<file path="src/rtl/hc4_prog_loader_pkg.sv">
// Shared definitions for the hc4 program loader: FSM state encodings,
// error codes, the default frame marker and small helpers.
package hc4_prog_loader_pkg;

  typedef enum logic [2:0] {
    ST_IDLE   = 3'd0,
    ST_ADDR_H = 3'd1,
    ST_ADDR_L = 3'd2,
    ST_LEN    = 3'd3,
    ST_DATA   = 3'd4,
    ST_CSUM   = 3'd5
  } ld_state_e;

  typedef enum logic [1:0] {
    ERR_NONE    = 2'd0,
    ERR_CSUM    = 2'd1,
    ERR_TIMEOUT = 2'd2
  } ld_err_e;

  localparam logic [7:0] SYNC_DEFAULT = 8'hA5;
  localparam int         REMAIN_W     = 9;

  // A LEN byte of zero stands for a full 256-byte payload.
  function automatic logic [REMAIN_W-1:0] len_to_count(input logic [7:0] len);
    return (len == 8'h00) ? REMAIN_W'(256) : {1'b0, len};
  endfunction

endpackage

</file>
<file path="src/rtl/hc4_timeout_ctr.sv">
// Mid-frame idle watchdog: counts cycles without a handshake while a frame
// is open and pulses expire on the cycle the limit is reached.
module hc4_timeout_ctr #(
  parameter int TIMEOUT = 50000,
  parameter int TMO_W   = 16
) (
  input  logic clk,
  input  logic Reset,
  input  logic clear,
  input  logic run,
  output logic expire
);

  localparam logic [TMO_W-1:0] LAST = (TIMEOUT > 0) ? TMO_W'(TIMEOUT - 1) : '0;

  logic [TMO_W-1:0] cnt;

  // A handshake in the same cycle always wins over the expiry.
  always_comb begin
    expire = (TIMEOUT != 0) && run && !clear && (cnt == LAST);
  end

  // NOTE: sequential state uses non-blocking assignments so every register
  // samples pre-edge values regardless of process evaluation order.
  always_ff @(posedge clk or posedge Reset) begin
    if (Reset) begin
      cnt <= '0;
    end else if (clear || !run || expire) begin
      cnt <= '0;
    end else begin
      cnt <= cnt + TMO_W'(1);
    end
  end

endmodule

</file>
<file path="src/rtl/hc4_prog_loader.sv">
// Byte-stream program loader: parses framed host bytes into hc4 ROM writes,
// holding the core in reset until a frame passes its checksum.
module hc4_prog_loader
  import hc4_prog_loader_pkg::*;
#(
  parameter int         ADDR_W    = 12,
  parameter logic [7:0] SYNC_BYTE = SYNC_DEFAULT,
  parameter int         TIMEOUT   = 50000,
  parameter int         TMO_W     = 16
) (
  input  logic              clk,
  input  logic              Reset,
  input  logic [7:0]        in_data,
  input  logic              in_valid,
  output logic              in_ready,
  output logic              rom_we,
  output logic [ADDR_W-1:0] rom_addr,
  output logic [7:0]        rom_wdata,
  output logic              cpu_nReset,
  output logic              busy,
  output logic              done,
  output logic              err,
  output logic [1:0]        err_code
);

  ld_state_e             state_q, state_d;
  logic [ADDR_W-1:0]     addr_q, addr_d;
  logic [REMAIN_W-1:0]   remain_q, remain_d;
  logic [7:0]            csum_q, csum_d;
  logic                  we_d;
  logic [ADDR_W-1:0]     waddr_d;
  logic [7:0]            wdata_d;
  logic                  nrst_d;
  logic                  done_d;
  logic                  err_d;
  ld_err_e               code_q, code_d;

  logic                  hs;
  logic                  expire;
  logic [7:0]            csum_next;

  assign in_ready  = 1'b1;
  assign hs        = in_valid & in_ready;
  assign busy      = (state_q != ST_IDLE);
  assign err_code  = code_q;
  assign csum_next = csum_q + in_data;

  hc4_timeout_ctr #(
    .TIMEOUT (TIMEOUT),
    .TMO_W   (TMO_W)
  ) u_tmo (
    .clk    (clk),
    .Reset  (Reset),
    .clear  (hs),
    .run    (busy),
    .expire (expire)
  );

  // NOTE: every signal written here gets a default first, so no path through
  // the case statement can leave one unassigned and infer a latch.
  always_comb begin
    state_d  = state_q;
    addr_d   = addr_q;
    remain_d = remain_q;
    csum_d   = csum_q;
    we_d     = 1'b0;
    waddr_d  = rom_addr;
    wdata_d  = rom_wdata;
    nrst_d   = cpu_nReset;
    done_d   = 1'b0;
    err_d    = err;
    code_d   = code_q;

    if (hs) begin
      unique case (state_q)
        ST_IDLE: begin
          if (in_data == SYNC_BYTE) begin
            state_d = ST_ADDR_H;
            nrst_d  = 1'b0;
            err_d   = 1'b0;
            code_d  = ERR_NONE;
            csum_d  = 8'h00;
          end
        end
        ST_ADDR_H: begin
          // Only the low address bits of the high byte survive the truncation.
          addr_d  = ADDR_W'({in_data, 8'h00});
          state_d = ST_ADDR_L;
        end
        ST_ADDR_L: begin
          addr_d  = {addr_q[ADDR_W-1:8], in_data};
          state_d = ST_LEN;
        end
        ST_LEN: begin
          remain_d = len_to_count(in_data);
          state_d  = ST_DATA;
        end
        ST_DATA: begin
          we_d     = 1'b1;
          waddr_d  = addr_q;
          wdata_d  = in_data;
          addr_d   = addr_q + ADDR_W'(1);
          csum_d   = csum_next;
          remain_d = remain_q - REMAIN_W'(1);
          if (remain_q == REMAIN_W'(1)) begin
            state_d = ST_CSUM;
          end
        end
        ST_CSUM: begin
          state_d = ST_IDLE;
          if (csum_next == 8'h00) begin
            done_d = 1'b1;
            nrst_d = 1'b1;
          end else begin
            err_d  = 1'b1;
            code_d = ERR_CSUM;
          end
        end
        default: state_d = ST_IDLE;
      endcase
    end else if (expire) begin
      // The core stays held: a partial program must never run.
      state_d = ST_IDLE;
      err_d   = 1'b1;
      code_d  = ERR_TIMEOUT;
    end
  end

  // NOTE: the write-port registers are reset along with the FSM, so a write
  // registered just before Reset never reaches the ROM.
  always_ff @(posedge clk or posedge Reset) begin
    if (Reset) begin
      state_q    <= ST_IDLE;
      addr_q     <= '0;
      remain_q   <= '0;
      csum_q     <= 8'h00;
      rom_we     <= 1'b0;
      rom_addr   <= '0;
      rom_wdata  <= 8'h00;
      cpu_nReset <= 1'b1;
      done       <= 1'b0;
      err        <= 1'b0;
      code_q     <= ERR_NONE;
    end else begin
      state_q    <= state_d;
      addr_q     <= addr_d;
      remain_q   <= remain_d;
      csum_q     <= csum_d;
      rom_we     <= we_d;
      rom_addr   <= waddr_d;
      rom_wdata  <= wdata_d;
      cpu_nReset <= nrst_d;
      done       <= done_d;
      err        <= err_d;
      code_q     <= code_d;
    end
  end

endmodule

</file>
<file path="config.mk">
export PLATFORM = sky130hd
export DESIGN_NAME = hc4_prog_loader
export DESIGN_NICKNAME = d
export VERILOG_FILES = /design/src/rtl/hc4_prog_loader_pkg.sv /design/src/rtl/hc4_timeout_ctr.sv /design/src/rtl/hc4_prog_loader.sv
export SDC_FILE = /design/constraint.sdc
export NUM_CORES = 1
export LEC_CHECK = 0
export CORE_UTILIZATION = 60
export CTS_BUF_LIST = sky130_fd_sc_hd__clkbuf_8
export CTS_CLUSTER_DIAMETER = 60
export DETAILED_ROUTE_END_ITERATION = 8
export DONT_BUFFER_PORTS = 1
export GPL_TIMING_DRIVEN = 0
export PLACE_DENSITY = 0.76
export SETUP_SLACK_MARGIN = 0.5
export SLEW_MARGIN = 20
export SYNTH_ARGS = -nofsm -noshare
export SYNTH_HDL_FRONTEND = slang
export SYNTH_HIERARCHICAL = 1
export SYNTH_SLANG_ARGS = --single-unit
</file>
<file path="constraint.sdc">
create_clock -name clk -period 2.4 [get_ports clk]
set_input_delay 0.48 -clock clk [delete_from_list [all_inputs] [get_ports clk]]
set_output_delay 0.48 -clock clk [all_outputs]
set_load 0.1 [all_outputs]
</file>
==> results of run 1 <==
## kinds of logic after synthesis
logic type / count (synthesis)
AO/OA/AOI/OAI: 99
XOR/XNOR: 18
adder cells (fa/ha/maj): 12
buffers and inverters: 32
flip-flops: 74
multiplexers: 2
other: 1
AND/OR/NAND/NOR: 212
## stage by stage
| stage | utilization | setup WS (ns) | cell area [µm²] | hold slack, ns |
|---|---|---|---|---|
| after floorplan | - | 0.327 | 4210 | 0.394 |
| after global placement | 0.637 | 0.136 | 4310 | 0.464 |
| after detailed placement | 0.643 | 0.102 | 4350 | 0.401 |
| after CTS | 0.700 | 0.300 | 4730 | 0.0383 |
| after global routing | 0.715 | 0.190 | 4830 | 0.0422 |
| final | 0.715 | 0.268 | 4830 | 0.0409 |
## flip-flops by register name, indices dropped and copies added (netlist names)
| name | cells |
|---|---|
| rom_we | 1 |
| cpu_nReset | 1 |
| err_code | 2 |
| addr_q | 12 |
| u_tmo/cnt | 16 |
| csum_q | 8 |
| remain_q | 9 |
| done | 1 |
| state_q | 3 |
| rom_wdata | 8 |
| err | 1 |
| rom_addr | 12 |
## placed cells by master (no fill, tap or decap), types with 3 or more instances in the layout
cell type,n
nand2_1,82
dfrtp_1,68
nor2_1,45
o21ai_0,25
a21oi_1,22
xnor2_1,15
nand3_1,13
inv_1,12
clkbuf_8,10
nor3_1,9
buf_4,9
ha_1,7
clkbuf_1,6
a31oi_1,6
a22o_1,6
and3_1,5
dfrtp_2,5
buf_6,4
buf_2,4
nor3_2,4
o21a_1,4
clkbuf_2,4
o22a_1,4
nor4_1,4
nor4_2,4
xor2_1,3
nand2b_1,3
nand4_1,3
o22ai_1,3
nor2_2,3
ha_4,3
## report_power, final
| group | switching [mW] | total [mW] | internal [mW] |
|---|---|---|---|
| Sequential | 1.28 | 2.87 | 1.59 |
| Clock | 0.421 | 1.02 | 0.597 |
| Combinational | 1.31 | 2.23 | 0.921 |
## path summary, 6_finish.rpt
path,cells after the start,end,from
max reg2reg,7,cpu_nReset,csum_q[0]
min in group clk,2,rom_wdata[2],in_data[2]
max in group asynchronous,1,u_tmo/cnt[5],Reset
max,7,cpu_nReset,csum_q[0]
min,2,remain_q[6],Reset
min reg2reg,1,remain_q[7],remain_q[7]
## layer usage
layer	vias to the layer above	GRT usage	part of all wire
li1	1636	-	-
met3	23	0.0496	0.048
met1	1677	0.327	0.42
met4	0	0.109	0.027
met2	108	0.483	0.51
met5	-	0	0
## layout make-up
class,instances,area (µm²)
buffer,19,111
clock buffer,10,138
sequential,74,1860
fill,493,1920
inverter,13,52.6
timing repair buffer,11,111
clock inverter,4,68.8
tap,80,100
multi-input combinational,344,2390
## what timing repair did
item | 4_1_cts | 5_1_grt
pin swaps | 12 | 10
setup buffers | 8 | 1
resized for setup | 21 | 30
setup endpoints to repair | 23 | 47
hold buffers | 0 | 0
## critical path: stages, from the launching register on
cell and delay, ns:
dfrtp_1 0.41, ha_4 0.17, fa_2 0.37, a211oi_4 0.32
o21ba_4 0.20, o221ai_4 0.11, nor3_4 0.28, a32o_1 0.21
==> metrics, run 1 <==
post-route ant nets 0; crit path max fanout 5; Seq/Total Area, Yosys 0.445; top post-synthesis cells by area dfrtp_1, nand2_1, nor2_1; synthesized area per cell 9.26 µm²; Slew @ Worst Pin about 0.95 ns; Startpoint Class flop; Tcrit/Tclk final 0.888; Port Buf Inserts 0; CORE AREA around 6800 µm²; leakage 2.08 nW; Setup TNS 0 ns; Max-Cap Viols 0; number of synthesized register bits 74; area grow syn2layout 16.0%; CTS Buf Count 9; largest net degree at the start of global routing 33; non-filler cells, final 555; CTS tree yes; clk buf depth 2; vias per inst approximately 6.2; # H-tree levels 3; RSZ-0062 raised after global routing yes; first-pass GRT wire length 15,500 µm; ys async rst share 1.00; endpoint class of the critical path flop; count leader, synth nand2_1; WL/cell 17.3 µm; Worst R2R Setup Slack roughly 0.27 ns; CP Data Required Time 2.68 ns; ant diodes 0; placed cell count 532; Site Rows 30; DRC 0; Routed WL 9610 µm; Post-synth top flop dfrtp_1; Final setup viols 0; number of global-route vias before repair 3,328; layout cells sized above 1 0.206; Skew-Pair Late Insertion Delay about 0.33 ns; router iterations before antenna repair 5; Die X 85.3 µm; Hold Crit Class in2async; number of DRC markers in iteration 0 between 200 and 250; Final nets 495; die area 7280 µm²; clock skew 0.00904 ns; Via Count 3,444; Post-Syn Nets 473; post-synth cell types a little under 80; CTS root buffer clkbuf_8; synthesized cell area 4170 µm²; Yosys top cell by area dfrtp_1; Tmin final 2.13 ns; Final HPWL DP 6720 µm; Rel. slew slack 0.365; Synth Area in Simple Gates 0.278; synthesized-area fraction occupied by xor and xnor cells 0.0378; pwr/cell area 1270 nW/µm²; largest family of logic cells by synthesized area simple AND/OR/NAND/NOR gates; Worst Setup Path Type reg2reg; max-slew violations 0; initial antenna violation count 0; post-synthesis mux area share 0.00601; achievable frequency approximately 470 MHz; Starting Density 0.616; synth warn 6; Cells after Synth 450; # IOs 39; Die H between 80 and 90 µm; Adder-Cell Fraction of Synth Area 0.0378; Post-synth top cells nand2_1, dfrtp_1, nor2_1; outcome complete, no violations; total power 6.12 mW; CTS sink cnt 74; GR Overflow Total 0; Global Route Usage Sum 0.272; complex-gate fraction of the synthesized area 0.160; Final Hold Viols 0; number of synthesized flops with an enable pin 0; CTS clk-pin slew, worst paths about 0.070 ns; arrival time worst endpoint 2.41 ns; GP Congestion between 0.8 and 0.9; post-synth top area share 0.439; peak supply drop approximately 730 µV
Note: power is estimated with default switching activity, not from simulation.
==> inputs of run 2 (changes only) <==
--- a/config.mk
+++ b/config.mk
@@ -5,6 +5,7 @@
 export SDC_FILE = /design/constraint.sdc
 export NUM_CORES = 1
 export LEC_CHECK = 0
+export ABC_AREA = 1
 export CORE_UTILIZATION = 60
 export CTS_BUF_LIST = sky130_fd_sc_hd__clkbuf_8
 export CTS_CLUSTER_DIAMETER = 60
==> constraint.sdc (replaced) <==
create_clock -name clk -period 2.48 [get_ports clk]
set_input_delay 0.496 -clock clk [delete_from_list [all_inputs] [get_ports clk]]
set_output_delay 0.496 -clock clk [all_outputs]
set_load 0.1 [all_outputs]
==> run 2 against run 1 <==
Net effect: power is 2.9% higher; die area rose by 1.0%; global-route usage rose by 0.24 points; worst hold slack better by 0.043 ns; critical path depth is 3 higher; sequential power grew 15%; clock-buffer cell count did not move; first-iteration DRC count up 3.2%; clock power is 7% lower; wire length fell by 1.5%; via count grew 5.6%; critical endpoint is now err_code[1]; largest cell class unchanged.
==> metrics, run 2 <==
Die X 85.8 µm (was 85.3 µm); Global Route Usage Sum 0.274 (was 0.272); number of synthesized register bits 74 (unchanged); CORE AREA 6790 µm² (was 6760 µm²); largest net degree at the start of global routing 59 (was 33); Slew @ Worst Pin 0.908 ns (was 0.952 ns); Starting Density 0.620 (was 0.616); Worst R2R Setup Slack 0.53 ns (was 0.27 ns); CTS root buffer clkbuf_8 (unchanged); GR Overflow Total 0 (unchanged); Tcrit/Tclk final 0.788 (was 0.888); post-synth cell types 43 (was 77); # IOs 39 (unchanged); ys async rst share 1.00 (unchanged); GP Congestion 0.880 (was 0.859); Die H 85.8 µm (was 85.3 µm); most frequent cells in the layout nand2_1, inv_1, dfrtp_1 (was nand2_1, dfrtp_1, nor2_1); leakage 2.24 nW (was 2.08 nW); fin worst setup slack 0.525 ns (was 0.268 ns); Port Buf Inserts 0 (unchanged); Setup TNS 0 ns (unchanged); Layout fillers 572 (was 493); initial antenna violation count 0 (unchanged); Final setup viols 0 (unchanged); RSZ-0062 raised after global routing yes (unchanged); crit path max fanout 4 (was 5); Largest Register u_tmo/cnt (unchanged); clock skew 0.0135 ns (was 0.00904 ns); CP Data Required Time 2.77 ns (was 2.68 ns); non-filler cells, final 660 (was 555); max-slew violations 0 (unchanged); number of DRC markers in iteration 0 227 (was 220); endpoint class of the critical path flop (unchanged); Tmin final 1.95 ns (was 2.13 ns); post-synth top area share 0.434 (was 0.439); top post-synthesis cells by area dfrtp_1, nand2_1, inv_1 (was dfrtp_1, nand2_1, nor2_1); Post-synth top flop dfrtp_1 (unchanged); vias per inst 5.51 (was 6.21); Top Registers u_tmo/cnt x16, addr_q x12, rom_addr x12 (unchanged); first-pass GRT wire length 15,600 µm (was 15,500 µm); number of global-route vias before repair 3,491 (was 3,328); Yosys top cell by area dfrtp_1 (unchanged); number of synthesized flops with an enable pin 0 (unchanged); Cells after Synth 544 (was 450); die area 7350 µm² (was 7280 µm²); pwr/cell area 1360 nW/µm² (was 1270 nW/µm²); Largest register FFs 16 (unchanged); placed cell count 640 (was 532); CTS tree yes (unchanged); router iterations before antenna repair 5 (unchanged); Site Rows 30 (unchanged); peak supply drop 580 µV (was 725 µV); Post-synth top cells nand2_1, inv_1, dfrtp_1 (was nand2_1, dfrtp_1, nor2_1); Rel. slew slack 0.395 (was 0.365); CTS clk-pin slew, worst paths 0.08 ns (was 0.07 ns); Via Count 3,636 (was 3,444); Layout Utilization 0.680 (was 0.715); CTS Buf Count 9 (unchanged); achievable frequency 512 MHz (was 469 MHz); Final nets 582 (was 495); Startpoint Class flop (unchanged); WHS 0.0834 ns (was 0.0409 ns); post-route ant nets 0 (unchanged); synthesized area per cell 7.74 µm² (was 9.26 µm²); Seq/Total Area, Yosys 0.440 (was 0.445); Hold Crit Class in2async (unchanged); area grow syn2layout 9.81% (was 16.0%); pre-CTS WS 0.326 ns (was 0.102 ns); ant diodes 0 (unchanged); layout cells sized above 1 0.113 (was 0.206); synthesized cell area 4210 µm² (was 4170 µm²); Max-Cap Viols 0 (unchanged); Skew-Pair Late Insertion Delay 0.36 ns (was 0.33 ns); DRC 0 (unchanged); Final Hold Viols 0 (unchanged); total power 6.30 mW (was 6.12 mW); placed inst area 4340 µm² (was 4350 µm²); CTS sink cnt 74 (unchanged); Worst Setup Path Type reg2reg (unchanged); Post-Syn Nets 567 (was 473); # H-tree levels 3 (unchanged); outcome complete, no violations (unchanged); clk buf depth 2 (unchanged); Final HPWL DP 6810 µm (was 6720 µm); WL/cell 14.4 µm (was 17.3 µm); arrival time worst endpoint 2.25 ns (was 2.41 ns); most common cell after layout, fill and taps aside nand2_1 (unchanged); Routed WL 9470 µm (was 9610 µm); Hold Buf Count CTS 0 (unchanged); count leader, synth nand2_1 (unchanged); Final Cell Area 4620 µm² (was 4830 µm²); synth warn 6 (unchanged)
-- run 2: what timing repair did --
action / 4_1_cts / 5_1_grt
endpoints found under the hold margin: 0 / 0
gates resized for setup: 5 / 8
pin swaps: 0 / 2
setup endpoints to repair: 14 / 15
setup buffers: 0 / 4
-- run 2: final cells by class --
class,instances,area [µm²],area share
plain buffers,10,90.1,0.0195
clock buffers,10,138,0.0298
clock inverters,6,57.6,0.0125
inverters,81,314,0.0679
multi-input cells,379,2020,0.437
flip-flops and latches,74,1850,0.401
well taps,96,120,0.0260
repair buffers,4,30.0,0.00650
-- run 2: final timing paths --
kind | from | end | cells past startpoint
setup / recovery | csum_q[0] | err_code[1] | 10
hold / removal | Reset | u_tmo/cnt[1] | 1
setup reg to reg | csum_q[0] | err_code[1] | 10
hold reg to reg | u_tmo/cnt[0] | u_tmo/cnt[0] | 1
max in group asynchronous | Reset | csum_q[7] | 1
min in group clk | in_data[2] | rom_wdata[2] | 2
-- run 2: cells by family (layout without fill, tap and decap cells) --
logic type,count (synthesis),after routing,synth area share
AO/OA/AOI/OAI,99,99,0.131
XOR/XNOR,12,12,0.0250
adder cells (fa/ha/maj),12,12,0.0375
buffers and inverters,91,111,0.0954
flip-flops,74,74,0.440
other,1,1,0.000891
AND/OR/NAND/NOR,255,255,0.270
-- run 2: layer usage --
layer	routed length, µm	global-route usage	vias to the layer above	share of wire
li1	-	-	1774	-
met1	4170	0.348	1721	0.44
met2	4510	0.449	116	0.48
met3	505	0.0472	25	0.053
met4	283	0.150	0	0.030
met5	0	0	-	0
-- run 2: power by group --
part	leakage (nW)	internal, mW	switching (mW)
combinational	1.19	0.732	1.31
clock	0.107	0.485	0.465
sequential	0.941	1.62	1.69
-- run 2: worst max-delay path, cell delays in order, from the launching register on --
cell and delay [ns]:
dfrtp_1 0.42, ha_4 0.18, fa_2 0.38, xor2_2 0.19, nor2_1 0.11, nand3_1 0.12
nor2_2 0.14, nand3_2 0.12, nand2_2 0.10, nand2_1 0.05, nand2_1 0.10
==> inputs of run 3 (changes only) <==
==> constraint.sdc (replaced) <==
create_clock -name clk -period 1.8 [get_ports clk]
set_input_delay 0.36 -clock clk [delete_from_list [all_inputs] [get_ports clk]]
set_output_delay 0.36 -clock clk [all_outputs]
set_load 0.1 [all_outputs]
==> run 3 against run 2 <==
Net effect: via count is 30% higher; critical path depth down 1; the flow now finishes with violations (setup timing); global-route usage rose by 5.4 points; worst hold slack gained 0.080 ns; largest power group is now combinational logic; setup slack got worse by 0.85 ns; sequential share of layout area down 8.5 points; fmax shrank 7.9%.
==> metrics, run 3 (same netlist as run 2, synthesis figures left out) <==
outcome finished with violations (was complete, no violations); failing checks setup timing; sequential share of power 0.434 (was 0.525); post-route ant nets 0 (unchanged); DRC 0 (unchanged); Top Registers u_tmo/cnt x16, addr_q x12, rom_addr x12 (unchanged); Slew @ Worst Pin 0.697 ns (was 0.908 ns); Via Count 4,714 (was 3,636); pwr/cell area 1830 nW/µm² (was 1360 nW/µm²); max-slew violations 0 (unchanged); Die H 85.8 µm (unchanged); most common cell after layout, fill and taps aside nand2_1 (unchanged); CTS root buffer clkbuf_8 (unchanged); internal power 5.11 mW (was 2.84 mW); Final Hold Viols 0 (unchanged); Routed WL 17,000 µm (was 9470 µm); router iterations before antenna repair 6 (was 5); Rel. slew slack 0.535 (was 0.395); Final nets 642 (was 582); vias per inst 6.56 (was 5.51); leakage 2.74 nW (was 2.24 nW); initial antenna violation count 0 (unchanged); number of DRC markers in iteration 0 532 (was 227); CTS Buf Count 9 (unchanged); # H-tree levels 3 (unchanged); die area 7350 µm² (unchanged); CTS sink cnt 74 (unchanged); Hold Crit Class in2reg (was in2async); Max-Cap Viols 0 (unchanged); endpoint class of the critical path flop (unchanged); Worst R2R Setup Slack -0.32 ns (was 0.53 ns); achievable frequency 471 MHz (was 512 MHz); GP Congestion 0.887 (was 0.880); Final HPWL DP 6950 µm (was 6810 µm); Die X 85.8 µm (unchanged); number of global-route vias before repair 3,986 (was 3,491); most frequent cells in the layout nand2_1, inv_1, dfrtp_1 (unchanged); Skew-Pair Late Insertion Delay 0.36 ns (about the same); Global Route Usage Sum 0.329 (was 0.274); Tcrit/Tclk final 1.18 (was 0.788); WL/cell 23.6 µm (was 14.4 µm); arrival time worst endpoint 2.36 ns (was 2.25 ns); Tmin final 2.12 ns (was 1.95 ns); # IOs 39 (unchanged); CORE AREA 6790 µm² (unchanged); Final setup viols 6 (was 0); placed inst area 4460 µm² (was 4340 µm²); fin worst setup slack -0.323 ns (was 0.525 ns); CTS clk-pin slew, worst paths 0.09 ns (was 0.08 ns); ant diodes 0 (unchanged); Final Cell Area 6180 µm² (was 4620 µm²); crit path max fanout 4 (unchanged); first-pass GRT wire length 18,600 µm (was 15,600 µm); WHS 0.164 ns (was 0.0834 ns); combinational power share 0.450 (was 0.324); switching share of power 0.550 (about the same); layout cells sized above 1 0.459 (was 0.113); Port Buf Inserts 0 (unchanged); Worst Setup Path Type reg2reg (unchanged); peak supply drop 1230 µV (was 580 µV); Largest register FFs 16 (unchanged); Switch Pwr 6.23 mW (was 3.47 mW); clock skew 0.0135 ns (about the same); area occupied by multi-input gates 2700 µm² (was 2020 µm²); CTS tree yes (unchanged); Layout fillers 247 (was 572); RSZ-0062 raised after global routing yes (unchanged); Site Rows 30 (unchanged); GR Overflow Total 0 (unchanged); Startpoint Class flop (unchanged); clk buf depth 2 (unchanged); largest net degree at the start of global routing 35 (was 59); FF+latch area 1950 µm² (was 1850 µm²); pre-CTS WS -0.208 ns (was 0.326 ns); Setup TNS -1.40 ns (was 0 ns); area grow syn2layout 46.8% (was 9.81%); clock network fraction of total power 0.116 (was 0.151); Starting Density 0.620 (unchanged); Largest Register u_tmo/cnt (unchanged); CP Data Required Time 2.03 ns (was 2.77 ns)
==> run 3: what timing repair did <==
| item | in CTS | in global routing |
|---|---|---|
| hold buffers | 1 | 0 |
| resized for setup | 144 | 141 |
| cloned | 1 | 7 |
| setup endpoints to repair | 100 | 100 |
| pin swaps | 10 | 31 |
| buffers inserted | 20 | 34 |
| hold endpoints to repair | 39 | 0 |
==> run 3: metal layers <==
metal / GRT usage / routed length (µm) / share of wire / vias up
met5: 0 / 0 / 0 / -
met1: 0.407 / 5650 / 0.33 / 2175
met4: 0.156 / 1540 / 0.091 / 0
li1: - / - / - / 1907
met2: 0.554 / 7740 / 0.46 / 461
met3: 0.0664 / 2050 / 0.12 / 171
==> run 3: final cells by class <==
type / instances / share of cell area
Buffer: 10 / 0.0275
Clock buffer: 9 / 0.0200
Clock inverter: 6 / 0.00972
Inverter: 81 / 0.0559
Multi-Input combinational cell: 379 / 0.437
Sequential cell: 74 / 0.316
Tap cell: 96 / 0.0194
Timing Repair Buffer: 63 / 0.112
Timing Repair inverter: 1 / 0.00263
==> run 3: worst paths after layout <==
check                           cells after the start     endpoint       start
min in group asynchronous                           2          err       Reset
worst max register to register                      9          err   csum_q[0]
worst min-delay path                                2    addr_q[5]  in_data[5]
worst max-delay path                                9          err   csum_q[0]
max in group asynchronous                           3  rom_addr[3]       Reset
worst min register to register                      2    csum_q[5]   csum_q[5]
==> run 3: power groups by stage <==
stage          Clock, mW  Combinational [mW]  Sequential [mW]
5_1_grt             1.35                5.36             4.98
6_report            1.32                5.10             4.92
3_5_place_dp           0                2.82             4.61
2_1_floorplan          0                2.35             4.49
3_3_place_gp           0                2.72             4.58
4_1_cts             1.26                3.66             4.79
==> run 3: metrics by stage <==
stage	power, mW	std cells	utilization
6_report	11.3	719	0.910
5_1_grt	11.7	719	0.910
4_1_cts	9.71	678	0.778
3_5_place_dp	7.43	641	0.657
3_3_place_gp	7.30	640	0.654
2_1_floorplan	6.84	544	-
==> run 3: critical path, cell delays in order (launching register included) <==
cell	delay, ns
dfrtp_1	0.43
ha_4	0.19
fa_2	0.38
xor2_1	0.20
nor2_1	0.17
nand3_2	0.14
nor2_4	0.16
nand3_2	0.12
nand3_1	0.12
nand2_1	0.11
